--- src/rtl/fib_seq_engine_if.sv ---
// Handshake and data bundle between the host request logic and fib_seq_engine.
// master = host side (drives request and seeds), slave = engine side.
interface fib_seq_engine_if #(
    parameter int WIDTH  = 8,
    parameter int NWIDTH = 8
);
    logic              start;
    logic              abort;
    logic [NWIDTH-1:0] n;
    logic [WIDTH-1:0]  seed0;
    logic [WIDTH-1:0]  seed1;
    logic              busy;
    logic              done;
    logic [WIDTH-1:0]  result;
    logic              ovf;

    modport master (
        output start, abort, n, seed0, seed1,
        input  busy, done, result, ovf
    );

    modport slave (
        input  start, abort, n, seed0, seed1,
        output busy, done, result, ovf
    );
endinterface

--- src/rtl/fib_seq_engine.sv ---
// Iterative two-term recurrence engine: X(k)=X(k-1)+X(k-2), one add per cycle, sticky overflow.
// Optional macro FIB_SAT_EN: clamp carrying sums to all-ones instead of wrapping.
//
// state | meaning
// ------+---------------------------------------------------------
// IDLE  | waiting for start; seeds and n latched on start
// RUN   | stepping a<=b, b<=a+b until cnt reaches zero (or abort)
// DONE  | one-cycle done pulse, result/ovf just updated
module fib_seq_engine #(
    parameter int WIDTH  = 8,
    parameter int NWIDTH = 8
) (
    input  logic             clk,
    input  logic             rst_n,
    fib_seq_engine_if.slave  bus
);

    typedef enum logic [1:0] {
        S_IDLE = 2'd0,
        S_RUN  = 2'd1,
        S_DONE = 2'd2
    } state_t;

    state_t            state_q, state_d;
    logic [WIDTH-1:0]  a_q, a_d;
    logic [WIDTH-1:0]  b_q, b_d;
    logic [NWIDTH-1:0] cnt_q, cnt_d;
    logic              fa_q, fa_d;
    logic              fb_q, fb_d;
    logic              busy_q, busy_d;
    logic              done_q, done_d;
    logic [WIDTH-1:0]  result_q, result_d;
    logic              ovf_q, ovf_d;

    logic [WIDTH:0]    sum_full;
    logic [WIDTH-1:0]  sum;
    logic              carry;

    assign sum_full = {1'b0, a_q} + {1'b0, b_q};
    assign carry    = sum_full[WIDTH];
`ifdef FIB_SAT_EN
    assign sum      = carry ? {WIDTH{1'b1}} : sum_full[WIDTH-1:0];
`else
    assign sum      = sum_full[WIDTH-1:0];
`endif

    always_comb begin
        state_d  = state_q;
        a_d      = a_q;
        b_d      = b_q;
        cnt_d    = cnt_q;
        fa_d     = fa_q;
        fb_d     = fb_q;
        busy_d   = busy_q;
        done_d   = 1'b0;
        result_d = result_q;
        ovf_d    = ovf_q;
        case (state_q)
            S_IDLE: begin
                if (bus.start) begin
                    a_d     = bus.seed0;
                    b_d     = bus.seed1;
                    cnt_d   = bus.n;
                    fa_d    = 1'b0;
                    fb_d    = 1'b0;
                    busy_d  = 1'b1;
                    state_d = S_RUN;
                end
            end
            S_RUN: begin
                if (bus.abort) begin
                    busy_d  = 1'b0;
                    state_d = S_IDLE;
                end else if (cnt_q == '0) begin
                    result_d = a_q;
                    ovf_d    = fa_q;
                    done_d   = 1'b1;
                    state_d  = S_DONE;
                end else begin
                    // The flag travels with its value; b's flag only matters once it shifts into a.
                    a_d   = b_q;
                    fa_d  = fb_q;
                    b_d   = sum;
                    fb_d  = fa_q | fb_q | carry;
                    cnt_d = cnt_q - 1'b1;
                end
            end
            S_DONE: begin
                busy_d  = 1'b0;
                state_d = S_IDLE;
            end
            default: begin
                busy_d  = 1'b0;
                state_d = S_IDLE;
            end
        endcase
    end

    always_ff @(posedge clk or negedge rst_n) begin
        if (!rst_n) begin
            state_q  <= S_IDLE;
            a_q      <= '0;
            b_q      <= '0;
            cnt_q    <= '0;
            fa_q     <= 1'b0;
            fb_q     <= 1'b0;
            busy_q   <= 1'b0;
            done_q   <= 1'b0;
            result_q <= '0;
            ovf_q    <= 1'b0;
        end else begin
            state_q  <= state_d;
            a_q      <= a_d;
            b_q      <= b_d;
            cnt_q    <= cnt_d;
            fa_q     <= fa_d;
            fb_q     <= fb_d;
            busy_q   <= busy_d;
            done_q   <= done_d;
            result_q <= result_d;
            ovf_q    <= ovf_d;
        end
    end

    assign bus.busy   = busy_q;
    assign bus.done   = done_q;
    assign bus.result = result_q;
    assign bus.ovf    = ovf_q;

endmodule
--- src/flat_wrapper.sv ---
// flat-port wrapper written by rule: the top's interface ports become plain ports
module fib_seq_engine_flat 
#(
    parameter int WIDTH  = 8,
    parameter int NWIDTH = 8
)
  (clk, rst_n, bus_start, bus_abort, bus_n, bus_seed0, bus_seed1, bus_busy, bus_done, bus_result, bus_ovf);
  fib_seq_engine_if #(.WIDTH(WIDTH), .NWIDTH(NWIDTH)) bus_i ();
  input  logic clk;
  input  logic rst_n;
  input wire logic [$bits(bus_i.start)-1:0] bus_start;
  input wire logic [$bits(bus_i.abort)-1:0] bus_abort;
  input wire logic [$bits(bus_i.n)-1:0] bus_n;
  input wire logic [$bits(bus_i.seed0)-1:0] bus_seed0;
  input wire logic [$bits(bus_i.seed1)-1:0] bus_seed1;
  output wire logic [$bits(bus_i.busy)-1:0] bus_busy;
  output wire logic [$bits(bus_i.done)-1:0] bus_done;
  output wire logic [$bits(bus_i.result)-1:0] bus_result;
  output wire logic [$bits(bus_i.ovf)-1:0] bus_ovf;
  assign bus_i.start = bus_start;
  assign bus_i.abort = bus_abort;
  assign bus_i.n = bus_n;
  assign bus_i.seed0 = bus_seed0;
  assign bus_i.seed1 = bus_seed1;
  assign bus_busy = bus_i.busy;
  assign bus_done = bus_i.done;
  assign bus_result = bus_i.result;
  assign bus_ovf = bus_i.ovf;
  fib_seq_engine #(.WIDTH(WIDTH), .NWIDTH(NWIDTH)) u_core (.clk(clk), .rst_n(rst_n), .bus(bus_i));
endmodule
--- config.mk ---
export PLATFORM = sky130hd
export DESIGN_NAME = fib_seq_engine_flat
export DESIGN_NICKNAME = d
export VERILOG_FILES = /design/src/rtl/fib_seq_engine_if.sv /design/src/rtl/fib_seq_engine.sv /design/src/flat_wrapper.sv
export SDC_FILE = /design/constraint.sdc
export NUM_CORES = 1
export LEC_CHECK = 0
export ABC_AREA = 1
export CORE_MARGIN = 2
export CORE_UTILIZATION = 53
export CTS_CLUSTER_DIAMETER = 80
export DETAILED_ROUTE_END_ITERATION = 8
export PLACE_DENSITY = 0.76
export RECOVER_POWER = 50
export SLEW_MARGIN = 20
export SYNTH_ARGS = -nofsm -noshare
export SYNTH_HDL_FRONTEND = slang
export SYNTH_SLANG_ARGS = --single-unit
--- constraint.sdc ---
create_clock -name clk -period 2.1 [get_ports clk]
set_input_delay 0.42 -clock clk [delete_from_list [all_inputs] [get_ports clk]]
set_output_delay 0.42 -clock clk [all_outputs]
set_load 0.1 [all_outputs]
# Yosys cells after proc, flatten, opt, wreduce, memory -nomap -nowiden
# Cells that the tools add are included.
# word_totals
reg_bits	39
output_inout_bits	11
wordCells	57
# classes
addsub	2
n_eq_ne	6
muxes	29
n_bitwise	3
reduce_logical	7
# op_table
operator	count
$mux 8	9
$pmux 8 s2	3
$mux 1	10
$add 8x8->9	1
$logic_not 8->1	1
$ne 2x2->1 const B	4
$sub 8x1->8 const B	1
$mux 2	3
$pmux 1 s2	3
$pmux 2 s2	1
$reduce_and 2->1	2
$reduce_and 4->1	1
$ne 3x2->1 const B	1
$reduce_and 3->1	1
$eq 2x1->1 const B	1
$logic_not 2->1	1
$or 1x1->1	2
$reduce_bool 2->1	1
$not 1->1	1

# Logic depth before layout (Yosys ltp)
# depth
ltp_word	5
ltp_mapped	12
depth_no_buf	12

# Worst setup path after synthesis
# OpenSTA, ideal clock, no wires.
# synth_timing
kind	register to register
startpoint	register u_core.b_q[0]
endpoint	register u_core.b_q[6]
setup_time_ps	116
arrival_time_ps	1372
setup_slack_ps	612
stages_incl_launch_ff	12
path_buffers	0
synth_period_minus_slack_ps	1488
path_cell_list	dfrtp_1 ha_1 inv_1 fa_1 inv_1 nand2_1 nand2_1 nand3_1 nand3_1 nand3_1 nand2_1 nand2_1
# synth_between
elab_chain_cells	4
# synth_lines
item	line_no	source
from (decl)	fib_seq_engine.sv:26	logic [WIDTH-1:0] b_q, b_d;
from (signal assigned)	fib_seq_engine.sv:103	b_q <= '0;
from (signal assigned)	fib_seq_engine.sv:114	b_q <= b_d;
$add 8x8->9	fib_seq_engine.sv:39	assign sum_full = {1'b0, a_q} + {1'b0, b_q};
$mux 8	fib_seq_engine.sv:74	end else if (cnt_q == '0) begin
$mux 8	fib_seq_engine.sv:71	if (bus.abort) begin
$pmux 8 s2	fib_seq_engine.sv:58	case (state_q)
# No other way between the ends. The select of a mux whose other input is x is not followed.
# A chain may end at the register's enable or synchronous reset.

# Worst setup path after layout
# Ends and elaborated chain as after synthesis.

==> out/qor.csv <==
stage,metric,value,unit
clock_tree,cts_tree,yes,
die,rows,24,
sta,fmax,573,MHz
sta,skew,0.00609,ns
sta,hold_viol,0,
synthesis,synth_warnings,0,
die,die-area,0.00497,mm²
sta,fin_crit,1.75,ns
critical_path,r2r_cells,11,
critical_path,cp.required,2.29,ns
synthesis,yosysUniqueCellTypes,25,
drt,first_iter_violations,121,
critical_path,cp_cell_sequence,"ha_1, inv_1, fa_1, inv_1, nand2_1, nand2_1, nand3_1, nand3_1, nand3_1, nand2_1, nand2_1",
sta,max_slew_margin,0.362,
placed_design,dp.cells,405,
layout,fin_cells,413,
grt,grt_pass1_wl,8.67,mm
hold_path,hold_class,in2async,
critical_path,slowest_delay,0.41,ns
synthesis,synth_top_family_by_area,simple AND/OR/NAND/NOR gates,
clock_tree,post_cts_buffers,0,
sta,setup-violations-final,0,
critical_path,crit_path_frequent_cell,nand2_1,
synthesis,synth_seq_area_share,0.417,
pwr,p_leak,1.51,nW
die,core,0.00429,mm²
sta,fin_crit_sh,0.831,
synthesis,synth_adder_area_share,0.0620,
grt,grt_pass1_vias,1932,
drt,post_drt_via_cell_ratio,5.02,
grt,grt_usage,0.224,
placed_design,place_hpwl,3.65,mm
synthesis,netlist_area,0.00234,mm²
synthesis,synth-compound-area-share,0.124,
synthesis,synth_xor_xnor_area_share,0.00748,
pwr,power.density,1540,mW/mm²
drt,wirelength,5.10,mm
die,die_h,70.5,µm
drt,drc,0,
clock_tree,postCtsHoldBufs,0,
clock_tree,root_buffer,clkbuf_8,
clock_tree,clockBufferDepth,2,
sta,finalSetupTns,0,ns
critical_path,crit_fanout,2,
critical_path,critPathArrivalTime,1.94,ns
synthesis,synth_mux_area_frac,0,
synthesis,synthesis.nets,359,
clock_tree,cts_resized,0,
grt,grt_max_degree,28,
layout,antenna-diode-count,0,
sta,rsz0062_at_grt,no,
synthesis,synthCells,320,
placed_design,portBuffers,38,
die,die_w,70.5,µm
pwr,peakVddDrop,903,µV
critical_path,critPathKind,reg2reg,
synthesis,synth.avg_cell_area,7.32,µm²
layout,finish.instance_area,0.00284,mm²
clock_tree,h-tree-depth,2,
clock_tree,clk_pin_slew,0.08,ns
die,initial_core_util,0.545,
drt,ant_nets,0,
outcome,status,completed,
sta,drv_slew,0,
drt,first_pass_iters,4,
placed_design,place.gp.congestion,0.859,
drt,routedWlPerCell,12.3,µm
critical_path,start_kind,flop,
synthesis,synth-seq-cells,39,
layout,layout.nets,399,
grt,grt-ovfl-total,0,
die,io_pins,39,
layout,final_util,0.661,
drt,num_vias,2072,
grt,antenna_found_initial,0,
clock_tree,clk_latency,0.29,ns
sta,worstMarginPinSlew,0.957,ns
placed_design,placed_cell_area,0.00275,mm²
layout,area_growth,21.2,%
critical_path,crit_path_top_delay_cell,fa_1,
clock_tree,cts_made_buffers,5,
clock_tree,cts_num_sinks,39,
layout,drive_above_1_share,0.125,
flow_run,cap_viol_max_count,0,
synthesis,synth_simple_gate_area_frac,0.288,
critical_path,end_kind,flop,
-- cell usage after synthesis --
cell type,n,share of area
inv_1,38,0.061
nor2_8,1,0.0085
buf_6,3,0.014
clkbuf_1,1,0.0016
nor2_1,23,0.037
o21ai_0,22,0.047
xor2_1,2,0.0075
buf_2,7,0.015
o21ai_1,12,0.026
dfrtp_1,39,0.42
nand2_1,109,0.17
nand3b_1,1,0.0032
nand2_2,2,0.0053
or2_2,2,0.0053
o22ai_1,1,0.0027
nand3_1,21,0.045
nand4_1,1,0.0027
nor3_1,3,0.0064
o21ai_2,8,0.030
inv_2,6,0.0096
a21oi_1,5,0.011
o211ai_2,1,0.0053
o21a_1,1,0.0032
ha_1,10,0.053
fa_1,1,0.0085
-- logic make-up (layout without fill, tap and decap cells) --
family | count (synthesis) | in the layout
flip-flops | 39 | 39
AO/OA/AOI/OAI | 50 | 50
buffers and inverters | 55 | 96
adder cells (fa/ha/maj) | 11 | 11
AND/OR/NAND/NOR | 163 | 163
XOR/XNOR | 2 | 2
-- routing by layer --
| metal | share of wire | global-route usage | vias to the layer above |
|---|---|---|---|
| li1 | - | - | 1076 |
| met1 | 0.46 | 0.291 | 937 |
| met2 | 0.48 | 0.377 | 55 |
| met3 | 0.055 | 0.0462 | 4 |
| met4 | 0.011 | 0.0641 | 0 |
| met5 | 0 | 0 | - |
-- layout by cell type (no fill, tap or decap) --
| cell type | instances |
|---|---|
| o211ai_2 | 1 |
| a21oi_1 | 5 |
| nand3_1 | 21 |
| nor3_1 | 3 |
| buf_12 | 1 |
| or2_2 | 2 |
| nand3b_1 | 1 |
| dfrtp_1 | 39 |
| nand2_2 | 2 |
| nand2_1 | 109 |
| nor2_8 | 1 |
| clkdlybuf4s50_1 | 26 |
| inv_1 | 38 |
| clkinv_4 | 1 |
| clkinv_2 | 1 |
| fa_1 | 1 |
| o21ai_2 | 8 |
| buf_4 | 11 |
| o21ai_1 | 12 |
| nor2_1 | 23 |
| o22ai_1 | 1 |
| bufinv_16 | 1 |
| clkbuf_1 | 1 |
| nand4_1 | 1 |
| o21ai_0 | 22 |
| ha_1 | 10 |
| xor2_1 | 2 |
| clkbuf_8 | 5 |
| inv_2 | 6 |
| clkbuf_2 | 5 |
| o21a_1 | 1 |
-- critical path, delay by kind of cell, from the launching register on --
| kind | cells | cell delay (ns) |
|---|---|---|
| fa+ha+maj | 2 | 0.59 |
| flops | 1 | 0.37 |
| simple gates | 7 | 0.51 |
| buf+inv | 2 | 0.17 |
-- registers in the layout, summed over array words and instances, names as in the netlist --
signal             cells
u_core.bus.busy        1
u_core.bus.ovf         1
u_core.bus.result      8
u_core.bus.done        1
u_core.a_q             8
u_core.fb_q            1
u_core.fa_q            1
u_core.b_q             8
u_core.state_q         2
u_core.cnt_q           8
-- per-stage QoR --
step | hold slack [ns] | power [mW] | setup slack, ns
2_1_floorplan | 0.124 | 3.19 | 0.612
3_3_place_gp | 0.387 | 3.67 | 0.413
3_5_place_dp | 0.383 | 3.74 | 0.397
4_1_cts | 0.0602 | 4.41 | 0.339
5_1_grt | 0.357 | 4.77 | 0.168
6_report | 0.247 | 4.36 | 0.355
-- power by group --
group	internal, mW	total, mW	leakage, nW	switching (mW)
clock	0.354	0.638	0.0581	0.284
combinational	0.821	2.49	0.952	1.67
sequential	1.05	1.24	0.499	0.189
total	2.22	4.36	1.51	2.14
-- worst paths after layout --
path / start / to / slack (ns)
max reg2reg: u_core.b_q[0] / u_core.b_q[6] / 0.35
min: rst_n / u_core.a_q[5] / 0.25
max: u_core.b_q[0] / u_core.b_q[6] / 0.35
min in group clk: u_core.bus.result[6] / u_core.bus.result[6] / 0.50
min reg2reg: u_core.bus.result[6] / u_core.bus.result[6] / 0.50
max in group asynchronous: rst_n / u_core.cnt_q[6] / 0.74
-- final cells by class --
type / count / area [µm²]
Timing Repair Buffer: 44 / 392
Tap cell: 52 / 65.1
Clock buffer: 5 / 68.8
Fill cell: 391 / 1460
Multi-Input combinational cell: 226 / 1130
Clock inverter: 3 / 43.8
Sequential cell: 39 / 976
Inverter: 44 / 165
No activity file was read; power rests on OpenSTA's default activity.
